**src/rtl/seq_detect_ctrl_if.sv**
```systemverilog
// Handshake and data bundle between a controlling master and the seq_detect_ctrl serial pattern detector.
interface seq_detect_ctrl_if #(
    parameter int unsigned MAXLEN = 8,
    parameter int unsigned CNT_W  = 8
);
    logic              cfg_valid;
    logic              cfg_ready;
    logic [MAXLEN-1:0] cfg_pattern;
    logic [3:0]        cfg_len;
    logic              cfg_overlap;
    logic              cfg_err;
    logic [7:0]        win_len;
    logic              start;
    logic              abort;
    logic              x_valid;
    logic              x;
    logic              busy;
    logic              match;
    logic              done;
    logic [CNT_W-1:0]  match_cnt;

    modport master (
        output cfg_valid, cfg_pattern, cfg_len, cfg_overlap, win_len,
               start, abort, x_valid, x,
        input  cfg_ready, cfg_err, busy, match, done, match_cnt
    );

    modport slave (
        input  cfg_valid, cfg_pattern, cfg_len, cfg_overlap, win_len,
               start, abort, x_valid, x,
        output cfg_ready, cfg_err, busy, match, done, match_cnt
    );
endinterface

```
**src/rtl/seq_detect_ctrl.sv**
```systemverilog
// Configurable serial pattern detector: counts (overlapping or non-overlapping) pattern hits over
// a bounded or unbounded window of qualified input bits.
module seq_detect_ctrl #(
    parameter int unsigned MAXLEN = 8,
    parameter int unsigned CNT_W  = 8
) (
    input  logic             clk,
    input  logic             rst,
    seq_detect_ctrl_if.slave bus
);
    localparam int unsigned FILL_W = $clog2(MAXLEN + 1);
    localparam int unsigned LEN_W  = 4;
    localparam int unsigned WIN_W  = 8;

    typedef enum logic [1:0] {S_IDLE, S_RUN, S_DONE} state_t;

    state_t            r_state;
    state_t            w_state_next;

    logic [MAXLEN-1:0] r_pattern;
    logic [LEN_W-1:0]  r_len;
    logic              r_overlap;
    logic [MAXLEN-1:0] r_hist;
    logic [FILL_W-1:0] r_fill;
    logic [WIN_W-1:0]  r_bit_cnt;
    logic [WIN_W-1:0]  r_win_len;
    logic [CNT_W-1:0]  r_match_cnt;
    logic              r_match;
    logic              r_cfg_err;

    logic              w_cfg_ready;
    logic              w_busy;
    logic              w_done;
    logic              w_sample;
    logic              w_cfg_req;
    logic              w_cfg_ok;
    logic              w_hit;
    logic              w_last;
    logic [MAXLEN-1:0] w_hist_next;
    logic [MAXLEN-1:0] w_mask;
    logic [FILL_W-1:0] w_fill_inc;
    logic [WIN_W-1:0]  w_bit_next;

    // An abort in RUN suppresses the sample of the same cycle entirely.
    assign w_sample    = (r_state == S_RUN) && bus.x_valid && !bus.abort;
    assign w_cfg_req   = (r_state == S_IDLE) && bus.cfg_valid;
    assign w_cfg_ok    = (bus.cfg_len != '0) && (32'(bus.cfg_len) <= MAXLEN);
    assign w_hist_next = {r_hist[MAXLEN-2:0], bus.x};
    assign w_fill_inc  = (32'(r_fill) >= MAXLEN) ? r_fill : r_fill + FILL_W'(1);
    assign w_bit_next  = r_bit_cnt + WIN_W'(1);
    assign w_last      = (r_win_len != '0) && (w_bit_next == r_win_len);

    always_comb begin
        w_mask = '0;
        for (int i = 0; i < int'(MAXLEN); i++) begin
            w_mask[i] = (i < int'(r_len));
        end
    end

    assign w_hit = (32'(w_fill_inc) >= 32'(r_len)) &&
                   ((w_hist_next & w_mask) == (r_pattern & w_mask));

    always_ff @(posedge clk or posedge rst) begin
        if (rst) r_state <= S_IDLE;
        else     r_state <= w_state_next;
    end

    // A configuration request takes priority over start in IDLE.
    always_comb begin
        w_state_next = r_state;
        case (r_state)
            S_IDLE:  if (bus.start && !bus.cfg_valid) w_state_next = S_RUN;
            S_RUN: begin
                if (bus.abort)                w_state_next = S_IDLE;
                else if (w_sample && w_last)  w_state_next = S_DONE;
            end
            S_DONE:  w_state_next = S_IDLE;
            default: w_state_next = S_IDLE;
        endcase
    end

    always_comb begin
        w_cfg_ready = 1'b0;
        w_busy      = 1'b0;
        w_done      = 1'b0;
        case (r_state)
            S_IDLE:  w_cfg_ready = 1'b1;
            S_RUN:   w_busy      = 1'b1;
            S_DONE: begin
                w_busy = 1'b1;
                w_done = 1'b1;
            end
            default: w_cfg_ready = 1'b1;
        endcase
    end

    always_ff @(posedge clk or posedge rst) begin
        if (rst) begin
            r_pattern   <= MAXLEN'(4'b1011);
            r_len       <= LEN_W'(4);
            r_overlap   <= 1'b1;
            r_hist      <= '0;
            r_fill      <= '0;
            r_bit_cnt   <= '0;
            r_win_len   <= '0;
            r_match_cnt <= '0;
            r_match     <= 1'b0;
            r_cfg_err   <= 1'b0;
        end else begin
            r_match   <= 1'b0;
            r_cfg_err <= 1'b0;
            if (w_cfg_req) begin
                if (w_cfg_ok) begin
                    r_pattern <= bus.cfg_pattern;
                    r_len     <= bus.cfg_len;
                    r_overlap <= bus.cfg_overlap;
                end else begin
                    r_cfg_err <= 1'b1;
                end
            end else if ((r_state == S_IDLE) && bus.start) begin
                r_win_len   <= bus.win_len;
                r_match_cnt <= '0;
                r_bit_cnt   <= '0;
                r_fill      <= '0;
                r_hist      <= '0;
            end
            if (w_sample) begin
                r_hist    <= w_hist_next;
                r_bit_cnt <= w_bit_next;
                r_match   <= w_hit;
                if (w_hit) begin
                    if (r_match_cnt != '1) r_match_cnt <= r_match_cnt + CNT_W'(1);
                    r_fill <= r_overlap ? w_fill_inc : '0;
                end else begin
                    r_fill <= w_fill_inc;
                end
            end
        end
    end

    assign bus.cfg_ready = w_cfg_ready;
    assign bus.busy      = w_busy;
    assign bus.done      = w_done;
    assign bus.match     = r_match;
    assign bus.cfg_err   = r_cfg_err;
    assign bus.match_cnt = r_match_cnt;
endmodule

```
**src/flat_wrapper.sv**
```systemverilog
// flat-port wrapper written by rule: the top's interface ports become plain ports
module seq_detect_ctrl_flat 
#(
    parameter int unsigned MAXLEN = 8,
    parameter int unsigned CNT_W  = 8
)
  (clk, rst, bus_cfg_valid, bus_cfg_pattern, bus_cfg_len, bus_cfg_overlap, bus_win_len, bus_start, bus_abort, bus_x_valid, bus_x, bus_cfg_ready, bus_cfg_err, bus_busy, bus_match, bus_done, bus_match_cnt);
  seq_detect_ctrl_if #(.MAXLEN(MAXLEN), .CNT_W(CNT_W)) bus_i ();
  input  logic clk;
  input  logic rst;
  input wire logic [$bits(bus_i.cfg_valid)-1:0] bus_cfg_valid;
  input wire logic [$bits(bus_i.cfg_pattern)-1:0] bus_cfg_pattern;
  input wire logic [$bits(bus_i.cfg_len)-1:0] bus_cfg_len;
  input wire logic [$bits(bus_i.cfg_overlap)-1:0] bus_cfg_overlap;
  input wire logic [$bits(bus_i.win_len)-1:0] bus_win_len;
  input wire logic [$bits(bus_i.start)-1:0] bus_start;
  input wire logic [$bits(bus_i.abort)-1:0] bus_abort;
  input wire logic [$bits(bus_i.x_valid)-1:0] bus_x_valid;
  input wire logic [$bits(bus_i.x)-1:0] bus_x;
  output wire logic [$bits(bus_i.cfg_ready)-1:0] bus_cfg_ready;
  output wire logic [$bits(bus_i.cfg_err)-1:0] bus_cfg_err;
  output wire logic [$bits(bus_i.busy)-1:0] bus_busy;
  output wire logic [$bits(bus_i.match)-1:0] bus_match;
  output wire logic [$bits(bus_i.done)-1:0] bus_done;
  output wire logic [$bits(bus_i.match_cnt)-1:0] bus_match_cnt;
  assign bus_i.cfg_valid = bus_cfg_valid;
  assign bus_i.cfg_pattern = bus_cfg_pattern;
  assign bus_i.cfg_len = bus_cfg_len;
  assign bus_i.cfg_overlap = bus_cfg_overlap;
  assign bus_i.win_len = bus_win_len;
  assign bus_i.start = bus_start;
  assign bus_i.abort = bus_abort;
  assign bus_i.x_valid = bus_x_valid;
  assign bus_i.x = bus_x;
  assign bus_cfg_ready = bus_i.cfg_ready;
  assign bus_cfg_err = bus_i.cfg_err;
  assign bus_busy = bus_i.busy;
  assign bus_match = bus_i.match;
  assign bus_done = bus_i.done;
  assign bus_match_cnt = bus_i.match_cnt;
  seq_detect_ctrl #(.MAXLEN(MAXLEN), .CNT_W(CNT_W)) u_core (.clk(clk), .rst(rst), .bus(bus_i));
endmodule
```
**config.mk**
```make
export PLATFORM = sky130hd
export DESIGN_NAME = seq_detect_ctrl_flat
export DESIGN_NICKNAME = d
export VERILOG_FILES = /design/src/rtl/seq_detect_ctrl_if.sv /design/src/rtl/seq_detect_ctrl.sv /design/src/flat_wrapper.sv
export SDC_FILE = /design/constraint.sdc
export NUM_CORES = 1
export LEC_CHECK = 0
export CORE_UTILIZATION = 55
export CTS_BUF_LIST = sky130_fd_sc_hd__clkbuf_4
export DETAILED_ROUTE_END_ITERATION = 10
export MAX_ROUTING_LAYER = met4
export PLACE_DENSITY = 0.91
export SLEW_MARGIN = 20
export SYNTH_ARGS = -nofsm -noshare
export SYNTH_HDL_FRONTEND = slang
export SYNTH_SLANG_ARGS = --single-unit
```
**constraint.sdc**
```tcl
create_clock -name clk -period 2.9 [get_ports clk]
set_input_delay 0.435 -clock clk [delete_from_list [all_inputs] [get_ports clk]]
set_output_delay 0.435 -clock clk [all_outputs]
set_load 0.005 [all_outputs]
```
Word level (Yosys, flattened, before mapping)
Index checks and enable logic that the tools add are counted.
- $add $sub $neg: 3
- magnitude comparators: 11
- equal/unequal tests: 8
- mux-type cells: 25
- bitwise logic cells: 3
- reduce and logical (&&, ||, !) cells: 20
- operators by type and width (cell ; number):
    $mux W8 ; 8
    $mux W4 ; 6
    $add A8 B1 Y8 const B ; 2
    $and A8 B8 Y8 ; 2
    $eq A8 B8 Y1 ; 2
    $lt A3 B4 Y1 const A ; 4
    $logic_and A1 B1 Y1 ; 9
    $lt A1 B4 Y1 const A ; 2
    $lt A2 B4 Y1 const A ; 2
    $ne A8 B8 Y1 const B ; 1
    $reduce_and A2 Y1 ; 4
    $reduce_bool A8 Y1 ; 1
    $mux W7 ; 1
    $mux W1 ; 6
    $mux W2 ; 3
    $add A4 B1 Y4 const B ; 1
    $ge A4 B4 Y1 ; 1
    $ge A4 B4 Y1 const B ; 1
    $le A4 B4 Y1 const B ; 1
    $pmux W2 S2 ; 1
    $reduce_bool A4 Y1 ; 1
    $ne A3 B3 Y1 const B ; 1
    $eq A2 B1 Y1 const B ; 1
    $eq A2 B2 Y1 const B ; 1
    7 further kinds ; 8
- flip-flop bits (word level): 52
- input bits: 28
- output and inout bits: 13
- word-level logic and storage cells: 81

Depth between registers and ports, before layout
- depth after elaboration: 7
- gate-level depth with buffers: 10
- depth with buffers taken out: 10

Worst setup path before layout
Ideal clock, no wire load.
- path type: register to register
- start point: register u_core.r_fill[0]
- end point: register u_core.r_match_cnt[3], in the netlist u_core.bus.match_cnt[3]
- setup time: 0.126 ns
- arrival: 2.336 ns
- required time: 2.774 ns
- setup slack: 0.438 ns
- cell stages (with the launch flop): 10
- buffers on the path: 0
- clock period less this slack: 2.462 ns
- path through: dfrtp_1 inv_1 ha_1 mux2_2 ha_1 a2111o_1 nand4_1 a21o_1 nor2_2 a221o_1
- word-level cells in the longest chain between the ends: 6
- elaborated cells on any way between the ends: 7
- those cells by class: 1 x add/sub; 2 x order compare; 3 x mux; 1 x reduce/logical
- RTL lines (what ; RTL line ; source):
    start, declared ; seq_detect_ctrl.sv:24 ; logic [FILL_W-1:0] r_fill;
    start signal, assigned ; seq_detect_ctrl.sv:133 ; r_fill <= r_overlap ? w_fill_inc : '0;
    start signal, assigned ; seq_detect_ctrl.sv:135 ; r_fill <= w_fill_inc;
    $add A4 B1 Y4 / $ge A4 B4 Y1 (equally long branches) ; seq_detect_ctrl.sv:49 ; assign w_fill_inc = (32'(r_fill) >= MAXLEN) ? r_fill : r_fill + FILL_W'(1);
    $mux W4 (*) ; seq_detect_ctrl.sv:49 ;
    $ge A4 B4 Y1 (*) ; seq_detect_ctrl.sv:60 ; assign w_hit = (32'(w_fill_inc) >= 32'(r_len)) &&
    $logic_and A1 B1 Y1 (*) ; seq_detect_ctrl.sv:60 ;
    $mux W8 (*) ; seq_detect_ctrl.sv:131 ; if (w_hit) begin
    $mux W8 (*) ; seq_detect_ctrl.sv:127 ; if (w_sample) begin
    end signal, assigned ; seq_detect_ctrl.sv:132 ; if (r_match_cnt != '1) r_match_cnt <= r_match_cnt + CNT_W'(1);
    end, declared ; seq_detect_ctrl.sv:27 ; logic [CNT_W-1:0] r_match_cnt;
Mark *: on every way between the ends. The rest lies on a longest branch, timed or not.
A chain may end at the register's enable or synchronous reset.

Final worst setup path
- start point: register u_core.r_fill[0]
- end point: register u_core.r_match_cnt[2], in the netlist u_core.bus.match_cnt[2]
The elaborated chain is that of the path after synthesis.

==> impl_metrics.ini <==
[final_layout]
antenna_cells = 0
nNetsFinal = 354
syn_to_final_growth_pct = 20.1
drive_above_1_share_pct = 14.9
final_cell_area_sq_um = 3390

[power]
peakVddDrop_v = 0.000463
total_power_mw = 2.41
total_leakage_power_nw = 1.42
powerDensity_nw_per_um2 = 712

[timing]
finalClockSkew_ns = 0.0164
rsz0062_at_grt = no
period_minus_slack_ns = 2.74
worstMarginPinSlew_ns = 0.557
setup_tns_ns = 0
slew_violations = 0
setup_viol = 0
clock.fmax_mhz = 365
max_slew_margin_pct = 62.5
hold_violations = 0
period_share_pct = 94.6

[setup_path]
r2r_slack_ns = 0.16
r2r-start = u_core.r_fill[0]
reg2reg_to = u_core.bus.match_cnt[2]
path_max_fanout = 7
reg2reg_depth = 9
crit_required_ns = 3.18
path_class = reg2reg
cp-end-kind = flip-flop
cp.arrival_ns = 3.02
cp-startpoint = u_core.r_fill[0]
worst_setup_path_start_kind = flip-flop

[global_routing]
grt_max_degree = 31
antenna_found_initial = 0
grt_pass1_wl_um = 10500
grt_use_total_pct = 26.5
grt-ovfl-total = 0
grt_pass1_vias = 2276

[clock_tree]
clkTransAtPathRegs_ns = 0.15
cts_resized = 0
htreeDepth = 2
root_buffer = clkbuf_4
hold_buffers = 0
clockBufferDepth = 2
cts_tree = done
post_cts_buffers = 0
cts_buffers = 5
clock_latency_ns = 0.38
cts.sinks = 52

[routing]
drt-initial-drc-count = 133
drc = 0
drt_first_pass_iters = 4
viasPerCell = 5.84
via_count = 2235
routed_wl_um = 5900
wl_per_cell_um = 15.4
postRouteAntennaNets = 0

[hold_path]
min_path_type = in2async

[yosys]
syn-cell-area_sq_um = 2820
synth_seq_cells = 52
syn_area_per_cell_sq_um = 10.5
ys.flop_type = dfrtp_1
yosys.area.top_type = dfrtp_1
synth_cells = 270
synth.distinct_cells = 47
synth_top_area_share_pct = 41.7
synth.top_cells.by_count = 47 x dfrtp_1, 20 x nand2_1, 19 x mux2_2, 17 x o21ai_0, 14 x inv_1
yosysSeqAreaShare_pct = 46.3
synth-edff-count = 0
synthArstFlopShare_pct = 100
yosysMostFrequentCell = dfrtp_1
synth_area_leaders = dfrtp_1 42%, mux2_2 7.6%, ha_1 4.9%, dfstp_2 4.7%, a22o_1 3.4%
yosys_warnings = 0
synth_fp_nets = 309

[die]
core_area_sq_um = 4820
rows = 25
die_area_sq_um = 5420
die_w_um = 73.6
start_util_pct = 58.6
io_pins = 41
die_y_um = 73.6

[placement]
hpwl_um = 4380
gp_congestion = 0.933
placed_cell_area_sq_um = 3330
io_buffer_count = 40

[status]
status = complete, no violations

[job]
drv_cap = 0
how the worst max path moves through the flow:
stage | end
after global routing | u_core.bus.match_cnt[2]
final | u_core.bus.match_cnt[2]
after detailed placement | u_core.bus.match_cnt[2]
after global placement | u_core.bus.match_cnt[5]
after floorplan | u_core.bus.match_cnt[3]
after CTS | u_core.bus.match_cnt[2]
registers in the layout, indices dropped and copies added, names as in the netlist:
signal	flops
u_core.bus.match_cnt	8
u_core.r_bit_cnt	8
u_core.r_pattern	8
u_core.r_win_len	8
u_core.r_hist	7
u_core.r_fill	4
u_core.r_len	4
u_core.r_state	2
u_core.bus.cfg_err	1
u_core.bus.match	1
u_core.r_overlap	1
metal layers:
layer	global-route usage, %	share of wire [%]	wire, um	vias up
met5	-	0	0	-
met4	11.5	2.5	150	0
met3	5.21	4.6	273	15
met2	43.2	50	2930	63
met1	32.1	43	2550	1094
li1	-	-	-	1063
critical path, stage by stage (launching register included):
cell and delay (ns):
dfrtp_1 0.48, inv_1 0.09, ha_1 0.29, mux2_2 0.28
ha_1 0.27, a2111o_1 0.37, nand4_1 0.14, a21o_1 0.25
nor2_2 0.12, a221o_1 0.34
cells by family after synthesis:
group           synth area share (%)
compound gates                  16.8
flops                           46.3
simple gates                    14.0
xor+xnor                        6.83
buf+inv                         2.97
mux                             8.29
fa+ha+maj                       4.88
final cells by class:
cell class / instances / area, sq um
flip-flops and latches: 52 / 1310
fillers: 376 / 1430
repair buffers: 46 / 458
multi-input cells: 196 / 1430
clock inverters: 2 / 11.3
well taps: 67 / 83.8
clock buffers: 6 / 45.0
inverters: 14 / 52.6
power breakdown:
part | internal [mW] | switching [mW]
clock | 0.102 | 0.225
combinational | 0.476 | 0.458
sequential | 0.944 | 0.210
total | 1.52 | 0.892
stage by stage:
| step | std cells | hold slack [ns] | setup WS (ns) | utilization (%) |
|---|---|---|---|---|
| 5_1_grt | 383 | 0.398 | 0.0543 | 70.4 |
| 4_1_cts | 383 | 0.382 | 0.179 | 70.4 |
| 3_5_place_dp | 375 | 0.517 | 0.212 | 69.2 |
| 3_3_place_gp | 375 | 0.504 | 0.313 | 69.2 |
| 6_report | 383 | 0.370 | 0.158 | 70.4 |
| 2_1_floorplan | 270 | 0.486 | 0.438 | - |
placed cells by master, fill, tap and decap left out, types with 3 or more instances in the layout:
cell type	count
ha_1	11
nor2_1	13
nor3_1	3
and2_1	4
a21o_1	4
xor2_1	11
xnor2_1	11
nand2_1	20
o41ai_1	3
clkbuf_4	6
nand2b_1	6
nor2b_1	4
buf_4	5
inv_1	13
dfstp_2	5
nand3_1	10
o21ai_0	17
nor4_1	4
a221o_1	3
a22o_1	11
a31oi_1	4
clkdlybuf4s50_1	40
dfrtp_1	47
mux2_2	19
a21oi_1	7
Power figures use the tool's default switching activity.
